<file path="src/rtl/z_sched_pkg.sv">
// Shared defaults and FSM encoding for the z-vector stream scheduler.
package z_sched_pkg;

    localparam int NUM_BANKS = 4;
    localparam int DEPTH     = 16;
    localparam int ADDR_W    = 4;
    localparam int DATA_W    = 16;
    localparam int BANK_W    = $clog2(NUM_BANKS);

    typedef enum logic [2:0] {
        IDLE,
        WAIT_FILL,
        READ,
        CAPTURE,
        PAIR,
        DONE
    } state_t;

endpackage

</file>
<file path="src/rtl/z_stream_scheduler_bank_fill_tracker.sv">
// Per-bank saturating fill counters; a drain clear combined with a same-cycle
// fill strobe leaves the count at one.
module bank_fill_tracker #(
    parameter int NUM_BANKS = 4,
    parameter int DEPTH     = 16,
    parameter int CNT_W     = $clog2(DEPTH) + 1
) (
    input  logic                 clock,
    input  logic                 clear_n,
    input  logic [NUM_BANKS-1:0] inc,
    input  logic [NUM_BANKS-1:0] clr,
    output logic [NUM_BANKS-1:0] bank_full
);

    logic [CNT_W-1:0] count [NUM_BANKS];

    always_ff @(posedge clock) begin
        if (!clear_n) begin
            for (int i = 0; i < NUM_BANKS; i++) begin
                count[i] <= '0;
            end
        end else begin
            for (int i = 0; i < NUM_BANKS; i++) begin
                if (clr[i]) begin
                    count[i] <= inc[i] ? CNT_W'(1) : '0;
                end else if (inc[i] && count[i] != CNT_W'(DEPTH)) begin
                    count[i] <= count[i] + 1'b1;
                end
            end
        end
    end

    always_comb begin
        for (int i = 0; i < NUM_BANKS; i++) begin
            bank_full[i] = (count[i] == CNT_W'(DEPTH));
        end
    end

endmodule

</file>
<file path="src/rtl/z_stream_scheduler.sv">
// Streams the z caches bank by bank into the MAC, pairing each z with an m.
// Define ZSTREAM_PERF_CNT_EN to add the stall_cycles performance counter.
module z_stream_scheduler
    import z_sched_pkg::*;
#(
    parameter int NUM_BANKS = z_sched_pkg::NUM_BANKS,
    parameter int DEPTH     = z_sched_pkg::DEPTH,
    parameter int ADDR_W    = z_sched_pkg::ADDR_W,
    parameter int DATA_W    = z_sched_pkg::DATA_W,
    localparam int BANK_W   = $clog2(NUM_BANKS)
) (
    input  logic                 clock,
    input  logic                 clear_n,
    input  logic                 en,
    input  logic                 start,
    input  logic [NUM_BANKS-1:0] bank_fill,
    output logic                 wr_block,
    output logic [NUM_BANKS-1:0] bank_full,
    output logic                 rd_en,
    output logic [BANK_W-1:0]    rd_bank,
    output logic [ADDR_W-1:0]    rd_addr,
    input  logic [DATA_W-1:0]    rd_data,
    output logic                 m_req,
    input  logic                 m_ready,
    input  logic [DATA_W-1:0]    m_data,
    output logic                 mac_valid,
    input  logic                 mac_ready,
    output logic [DATA_W-1:0]    mac_z,
    output logic [DATA_W-1:0]    mac_m,
    output logic                 mac_last_vec,
    output logic                 mac_last,
    output logic                 busy,
    output logic                 done
`ifdef ZSTREAM_PERF_CNT_EN
    ,
    output logic [31:0]          stall_cycles
`endif
);

    state_t               state, state_next;
    logic                 m_held, rd_pending;
    logic                 m_take, accept, last_addr, last_bank, start_ok;
    logic [NUM_BANKS-1:0] fill_inc, fill_clr;

    // The cache port is shared, so writers are held off for the read cycle only.
    always_comb begin
        rd_en        = en && (state == READ);
        wr_block     = rd_en;
        m_req        = en && (state == CAPTURE || state == PAIR) && !m_held;
        m_take       = m_req && m_ready;
        mac_valid    = (state == PAIR) && m_held;
        accept       = en && mac_valid && mac_ready;
        last_addr    = (rd_addr == ADDR_W'(DEPTH - 1));
        last_bank    = (rd_bank == BANK_W'(NUM_BANKS - 1));
        mac_last_vec = mac_valid && last_addr;
        mac_last     = mac_last_vec && last_bank;
        busy         = (state != IDLE);
        done         = en && (state == DONE);
        start_ok     = en && (state == IDLE) && start;
        fill_inc     = (en && !wr_block) ? bank_fill : '0;
        fill_clr     = '0;
        if (accept && last_addr) begin
            fill_clr[rd_bank] = 1'b1;
        end
    end

    always_comb begin
        state_next = state;
        if (en) begin
            case (state)
                IDLE:      if (start) state_next = WAIT_FILL;
                WAIT_FILL: if (bank_full[rd_bank]) state_next = READ;
                READ:      state_next = CAPTURE;
                CAPTURE:   state_next = PAIR;
                PAIR: begin
                    if (accept) begin
                        if (!last_addr)     state_next = READ;
                        else if (last_bank) state_next = DONE;
                        else                state_next = WAIT_FILL;
                    end
                end
                DONE:      state_next = IDLE;
                default:   state_next = IDLE;
            endcase
        end
    end

    // Read data is captured one cycle after any issued read, even if en has since dropped.
    always_ff @(posedge clock) begin
        if (!clear_n) begin
            state      <= IDLE;
            rd_bank    <= '0;
            rd_addr    <= '0;
            mac_z      <= '0;
            mac_m      <= '0;
            m_held     <= 1'b0;
            rd_pending <= 1'b0;
        end else begin
            state      <= state_next;
            rd_pending <= rd_en;
            if (rd_pending) begin
                mac_z <= rd_data;
            end
            if (m_take) begin
                mac_m  <= m_data;
                m_held <= 1'b1;
            end
            if (accept) begin
                m_held <= 1'b0;
                if (last_addr) begin
                    rd_addr <= '0;
                    rd_bank <= rd_bank + 1'b1;
                end else begin
                    rd_addr <= rd_addr + 1'b1;
                end
            end
            if (start_ok) begin
                rd_bank <= '0;
                rd_addr <= '0;
            end
        end
    end

    bank_fill_tracker #(
        .NUM_BANKS(NUM_BANKS),
        .DEPTH    (DEPTH)
    ) u_fill (
        .clock    (clock),
        .clear_n  (clear_n),
        .inc      (fill_inc),
        .clr      (fill_clr),
        .bank_full(bank_full)
    );

`ifdef ZSTREAM_PERF_CNT_EN
    logic stall_now;

    always_comb begin
        stall_now = busy && en && ((mac_valid && !mac_ready) || (m_req && !m_ready) ||
                                   (state == WAIT_FILL));
    end

    always_ff @(posedge clock) begin
        if (!clear_n) begin
            stall_cycles <= '0;
        end else if (start_ok) begin
            stall_cycles <= '0;
        end else if (stall_now && stall_cycles != '1) begin
            stall_cycles <= stall_cycles + 1'b1;
        end
    end
`endif

endmodule

</file>
<file path="config.mk">
export PLATFORM = sky130hd
export DESIGN_NAME = z_stream_scheduler
export DESIGN_NICKNAME = d
export VERILOG_FILES = /design/src/rtl/z_sched_pkg.sv /design/src/rtl/z_stream_scheduler_bank_fill_tracker.sv /design/src/rtl/z_stream_scheduler.sv
export SDC_FILE = /design/constraint.sdc
export NUM_CORES = 1
export LEC_CHECK = 0
export CAP_MARGIN = 10
export CORE_ASPECT_RATIO = 0.8
export CORE_MARGIN = 5
export CORE_UTILIZATION = 45
export CTS_CLUSTER_SIZE = 12
export DETAILED_ROUTE_END_ITERATION = 7
export PLACE_DENSITY = 0.77
export REMOVE_ABC_BUFFERS = 1
export SLEW_MARGIN = 15
export SYNTH_ARGS = -nofsm -noshare
export SYNTH_HDL_FRONTEND = slang
export SYNTH_SLANG_ARGS = --single-unit
</file>
<file path="constraint.sdc">
create_clock -name clock -period 4.1 [get_ports clock]
set_clock_uncertainty 0.2 [all_clocks]
set_input_delay 0.82 -clock clock [delete_from_list [all_inputs] [get_ports clock]]
set_output_delay 0.82 -clock clock [all_outputs]
set_load 0.05 [all_outputs]
</file>
==> results of run 1 <==
## synth_stat cells (6+ instances only)
master and number:
ha_1 13, edfxtp_1 20, and3_1 9, o21ai_0 6
nor2_1 26, xnor2_1 6, nand4_1 10, nand3_1 16
inv_1 20, clkbuf_1 9, nor2b_1 34, dfxtp_1 43
nand2_1 9, mux2i_1 33, xor2_1 9
## cell families after synthesis
family / count (synthesis)
buffers and inverters: 37
AND/OR/NAND/NOR: 127
XOR/XNOR: 15
multiplexers: 33
flip-flops: 63
adder cells (fa/ha/maj): 13
AO/OA/AOI/OAI: 25
## final cells by class
cell class,instances,area [um^2],area share (%)
Multi-Input combinational cell,213,1533,35.07
Sequential cell,63,1461,33.44
Timing Repair Buffer,96,948.4,21.70
Clock buffer,9,123.9,2.834
Clock inverter,7,120.1,2.748
Tap cell,87,108.9,2.491
Inverter,20,75.07,1.718
## through the flow
| stage | hold WS [ns] | worst slack, ns |
|---|---|---|
| 2_1_floorplan | 0.2957 | 0.5490 |
| 4_1_cts | 0.3173 | 0.4062 |
| 5_1_grt | 0.3504 | 0.3387 |
| 3_5_place_dp | 0.3049 | 0.4252 |
| 6_report | 0.3124 | 0.4036 |
| 3_3_place_gp | 0.2897 | 0.4658 |
## worst paths after layout
| kind | startpoint | endpoint | slack (ns) | depth (start not counted) |
|---|---|---|---|---|
| hold / removal | rd_addr[0]$_SDFFE_PP0P_ | rd_addr[0]$_SDFFE_PP0P_ | 0.31 | 2 |
| setup / recovery | en | rd_en | 0.40 | 4 |
| setup reg to reg | state[0]$_SDFFE_PN0P_ | mac_m[13]$_SDFFE_PN0P_ | 1.67 | 5 |
| hold reg to reg | rd_addr[0]$_SDFFE_PP0P_ | rd_addr[0]$_SDFFE_PP0P_ | 0.31 | 2 |
## flip-flops by register name, indices dropped and copies added (netlist names)
register      flops
rd_pending        1
rd_bank           2
u_fill.count     20
m_held            1
mac_m            16
rd_addr           4
state             3
mac_z            16
## worst max-delay path: stages
cell	delay (ns)
clkdlybuf4s50_1	0.63
inv_1	0.13
nor2_1	0.23
clkdlybuf4s50_1	0.86
## power by group
part           total [mW]  switching [mW]  leakage [nW]  internal, mW
sequential          0.736          0.0521         0.559         0.684
combinational       0.374           0.207          1.01         0.168
clock               0.661           0.256         0.120         0.406
total                1.77           0.514          1.69          1.26
## layer usage
layer,track usage (%),routed length [um],up-vias
met1,20.81,3265,1143
met4,6.675,153,0
met2,26.74,3398,71
li1,-,-,1263
met5,0,0,-
met3,6.768,527,16
==> results.cfg, run 1 <==
[place]
dp_cells = 479
dp_hpwl_mm = 5.423
globalplace.congestion = 0.7915
portBuffers = 91
post_dp_cell_area_um2 = 4126

[sta]
rsz0062_at_grt = no
fmax_mhz = 270.5
slew-limit-headroom_pct = 22.02
min_period_ns = 3.696
period_share_pct = 90.15
drv_slew = 0
finalSetupViolCount = 0
worstMarginPinSlew_ns = 1.170
tns_ns = 0
hold_viol = 0

[final_layout]
fin_nets = 458
area_delta_synth_final_pct = 38.72
drive_gt1_share_pct = 6.863
nFillCells = 566
final_common_cell = clkdlybuf4s50_1
antenna_cells = 0
fin_util_pct = 63.73
layout.cells.non_filler = 495
final_cell_mix = 91 x clkdlybuf4s50_1, 43 x dfxtp_1, 34 x nor2b_1
final_area_um2 = 4370

[power_and_ir_drop]
powerDensity_nw_per_um2 = 405.5
total_power_mw = 1.772
power.leakage_nw = 1.693
vdd_drop_max_uv = 256.7

[logic_synthesis]
yosys.area.top_type = dfxtp_1
synth.avg_cell_area_um2 = 10.07
synth_simple_gate_area_share_pct = 23.23
synth_compound_area_share_pct = 5.401
yosysWarnings = 0
synth_seq_cells = 63
synthAdderAreaFrac_pct = 5.163
ys_seq_area_share_pct = 46.39
synthArstFlopShare_pct = 0
synth_cell_type_count = 44
synthMuxAreaShare_pct = 10.48
synth_top_area_share_pct = 27.32
synth_area_um2 = 3151
synth_top_family_by_area = simple AND/OR/NAND/NOR gates
synthCells = 313
synth_top_cells_by_area = dfxtp_1 27%, edfxtp_1 19%, mux2i_1 10%
synth_flop_cell = dfxtp_1
synth_edf_count = 20
synth_xor_area_share_pct = 4.170

[floorplan]
start_util_pct = 45.94
core_area_um2 = 6858
dieArea_um2 = 8785
die_x_um = 103.6
die_y_um = 84.84
io_pins = 92
rows = 27

[drt]
wire_per_inst_um = 14.84
dr.pass1.iters = 4
via_count = 2493
antenna_left = 0
wl_mm = 7.344
drtIter0Drc = 100
vias_per_cell = 5.036
drc = 0

[global_route]
grt_pass1_vias = 2536
grt-ovfl-total = 0
antenna_found_initial = 0
grt_pass1_wl_mm = 12.23
grt_usage_pct = 16.93
grt_max_degree = 45

[run_status]
status = completed

[clock_network]
clk_latency_ns = 0.34
cts_buffer_depth = 2
cts_tree = built
ctsHoldBuffers = 0
clock-sinks = 63
root_buffer = clkbuf_8
cts.repair.resized = 0
cts_setup_buffers = 0
cts_made_buffers = 9
h-tree-depth = 3
cts.clk_slew.worst_paths_ns = 0.07

[critical_path]
cp-end-kind = output pin
critPathArrivalTime_ns = 2.68
cp_max_fo = 7
crit_required_ns = 3.08
critPathLaunchType = primary input
path_class = primary input to output pin

[run]
maxCapViolCount = 0

[min_path]
hold_class = flop to flop
No activity file was read; power rests on OpenSTA's default activity.
==> run 2, diff against run 1 <==
==> constraint.sdc (replaced) <==
create_clock -name clock -period 4.1 [get_ports clock]
set_clock_uncertainty 0.2 [all_clocks]
set_input_delay 1.23 -clock clock [delete_from_list [all_inputs] [get_ports clock]]
set_output_delay 1.23 -clock clock [all_outputs]
set_load 0.05 [all_outputs]
==> results.cfg, run 2 (synthesized netlist as in run 1, its figures left out) <==
[run_status]
status = completed

[sta]
drv_slew = 0
fmax_mhz = 264.9
rsz0062_at_grt = no
hold_slack_ns = 0.3106
period_share_pct = 92.08
setup_ws_ns = 0.3246
hold_viol = 0
tns_ns = 0
worstMarginPinSlew_ns = 0.8852
slew-limit-headroom_pct = 40.91
min_period_ns = 3.775
finalSetupViolCount = 0

[floorplan]
rows = 27
start_util_pct = 45.94
die_x_um = 103.6
dieArea_um2 = 8785
io_pins = 92
die_y_um = 84.84
core_area_um2 = 6858

[power_and_ir_drop]
vdd_drop_max_uv = 227.4
power.leakage_nw = 1.728
powerDensity_nw_per_um2 = 376.6

[global_route]
antenna_found_initial = 0
grt_pass1_vias = 2594
grt_pass1_wl_mm = 12.13
grt-ovfl-total = 0
grt_max_degree = 45
grt_usage_pct = 16.71

[place]
dp_hpwl_mm = 5.323
place_ws_ns = 0.3272
post_dp_cell_area_um2 = 4212
portBuffers = 91
globalplace.congestion = 0.7777

[clock_network]
cts_buffer_depth = 2
cts.repair.resized = 0
h-tree-depth = 3
ctsHoldBuffers = 0
cts.clk_slew.worst_paths_ns = 0.06
clock-sinks = 63
cts_tree = built
cts_setup_buffers = 0
clk_latency_ns = 0.33
root_buffer = clkbuf_8
cts_made_buffers = 9

[drt]
antenna_left = 0
wl_mm = 7.155
wire_per_inst_um = 14.31
dr.pass1.iters = 4
drtIter0Drc = 119
via_count = 2542
drc = 0
vias_per_cell = 5.084

[final_layout]
final_area_um2 = 4413
largest_reg_flops = 20
antenna_cells = 0
final_common_cell = clkdlybuf4s50_1
drive_gt1_share_pct = 8.717
nFillCells = 570
reg_top3 = u_fill.count: 20 flops, mac_m: 16 flops, mac_z: 16 flops
fin_nets = 464
final_cell_mix = 87 x clkdlybuf4s50_1, 43 x dfxtp_1, 34 x nor2b_1
area_delta_synth_final_pct = 40.07
regMostFlops = u_fill.count

[critical_path]
cp_num_buf_inv = 4
cp_max_fo = 3
r2r_cells = 7
critPathArrivalTime_ns = 2.35
reg2reg_slack_ns = 1.84
path_class = primary input to output pin
slowest_stage = clkdlybuf4s50_1
cp-end-kind = output pin
cp_cell_sequence = clkdlybuf4s50_1 > inv_1 > nor3_1 > buf_4 > buf_12
timing.rr.end = mac_m[6]$_SDFFE_PN0P_
critPathLaunchType = primary input
crit_required_ns = 2.67
reg2reg_from = state[2]$_SDFFE_PN0P_
path_delay_family = buffers and inverters
slowest_delay_ns = 0.53

[min_path]
hold_start = mac_z[3]$_SDFFE_PN0P_
hold_class = flop to flop
hold_end = mac_z[3]$_SDFFE_PN0P_
min_path_cells = 2

[run]
maxCapViolCount = 0
run 2: cell count changes in the layout (fill, tap and decap cells not counted), sizes merged:
cell | previous run | this run
buf | 5 | 15
clkinvlp | 1 | 0
inv | 21 | 20
bufinv | 3 | 0
clkdlybuf4s50 | 91 | 87
clkbuf | 9 | 13
run 2: worst max-delay path by stage:
stage,from,to,slack (ns),cells past startpoint
after floorplan,en,rd_en,0.12,2
after global placement,en,m_req,0.36,5
after detailed placement,en,m_req,0.33,5
after CTS,en,m_req,0.31,5
after global routing,en,m_req,0.23,5
final,en,m_req,0.32,5
run 2: layout make-up:
type	count	area, um^2	share of cell area [%]
Sequential cell	63	1461	33.12
Timing Repair Buffer	102	1033	23.42
Multi-Input combinational cell	213	1533	34.73
Clock buffer	13	191.4	4.338
Inverter	20	75.07	1.701
Clock inverter	2	10.01	0.2268
Tap cell	87	108.9	2.467
run 2: power breakdown:
part | total, mW | switching (mW) | internal [mW] | leakage (nW)
Sequential | 0.720 | 0.0347 | 0.685 | 0.559
Combinational | 0.418 | 0.230 | 0.188 | 1.06
Clock | 0.524 | 0.220 | 0.304 | 0.106
Total | 1.66 | 0.484 | 1.18 | 1.73
run 2: worst register-to-register path, cell delays in order, from the launching register on:
cell and delay [ns]:
dfxtp_1 0.31, buf_4 0.16, nor3b_2 0.15, buf_4 0.19, o2111ai_2 0.53, buf_4 0.31
mux2i_1 0.22, nor2b_1 0.07
run 2: metal layers:
layer,part of all wire (%),global-route usage [%],vias to the layer above
li1,-,-,1273
met1,44,20.53,1172
met2,48,27.78,92
met3,7.4,6.312,5
met4,0.71,4.291,0
met5,0,0,-
run 2: per-stage QoR:
| stage | std cells | utilization, % | power [mW] |
|---|---|---|---|
| after detailed placement | 485 | 61.41 | 1.150 |
| after global placement | 485 | 61.41 | 1.142 |
| after global routing | 500 | 64.35 | 1.752 |
| after CTS | 500 | 64.35 | 1.680 |
| final | 500 | 64.35 | 1.662 |
| after floorplan | 296 | - | 0.9774 |
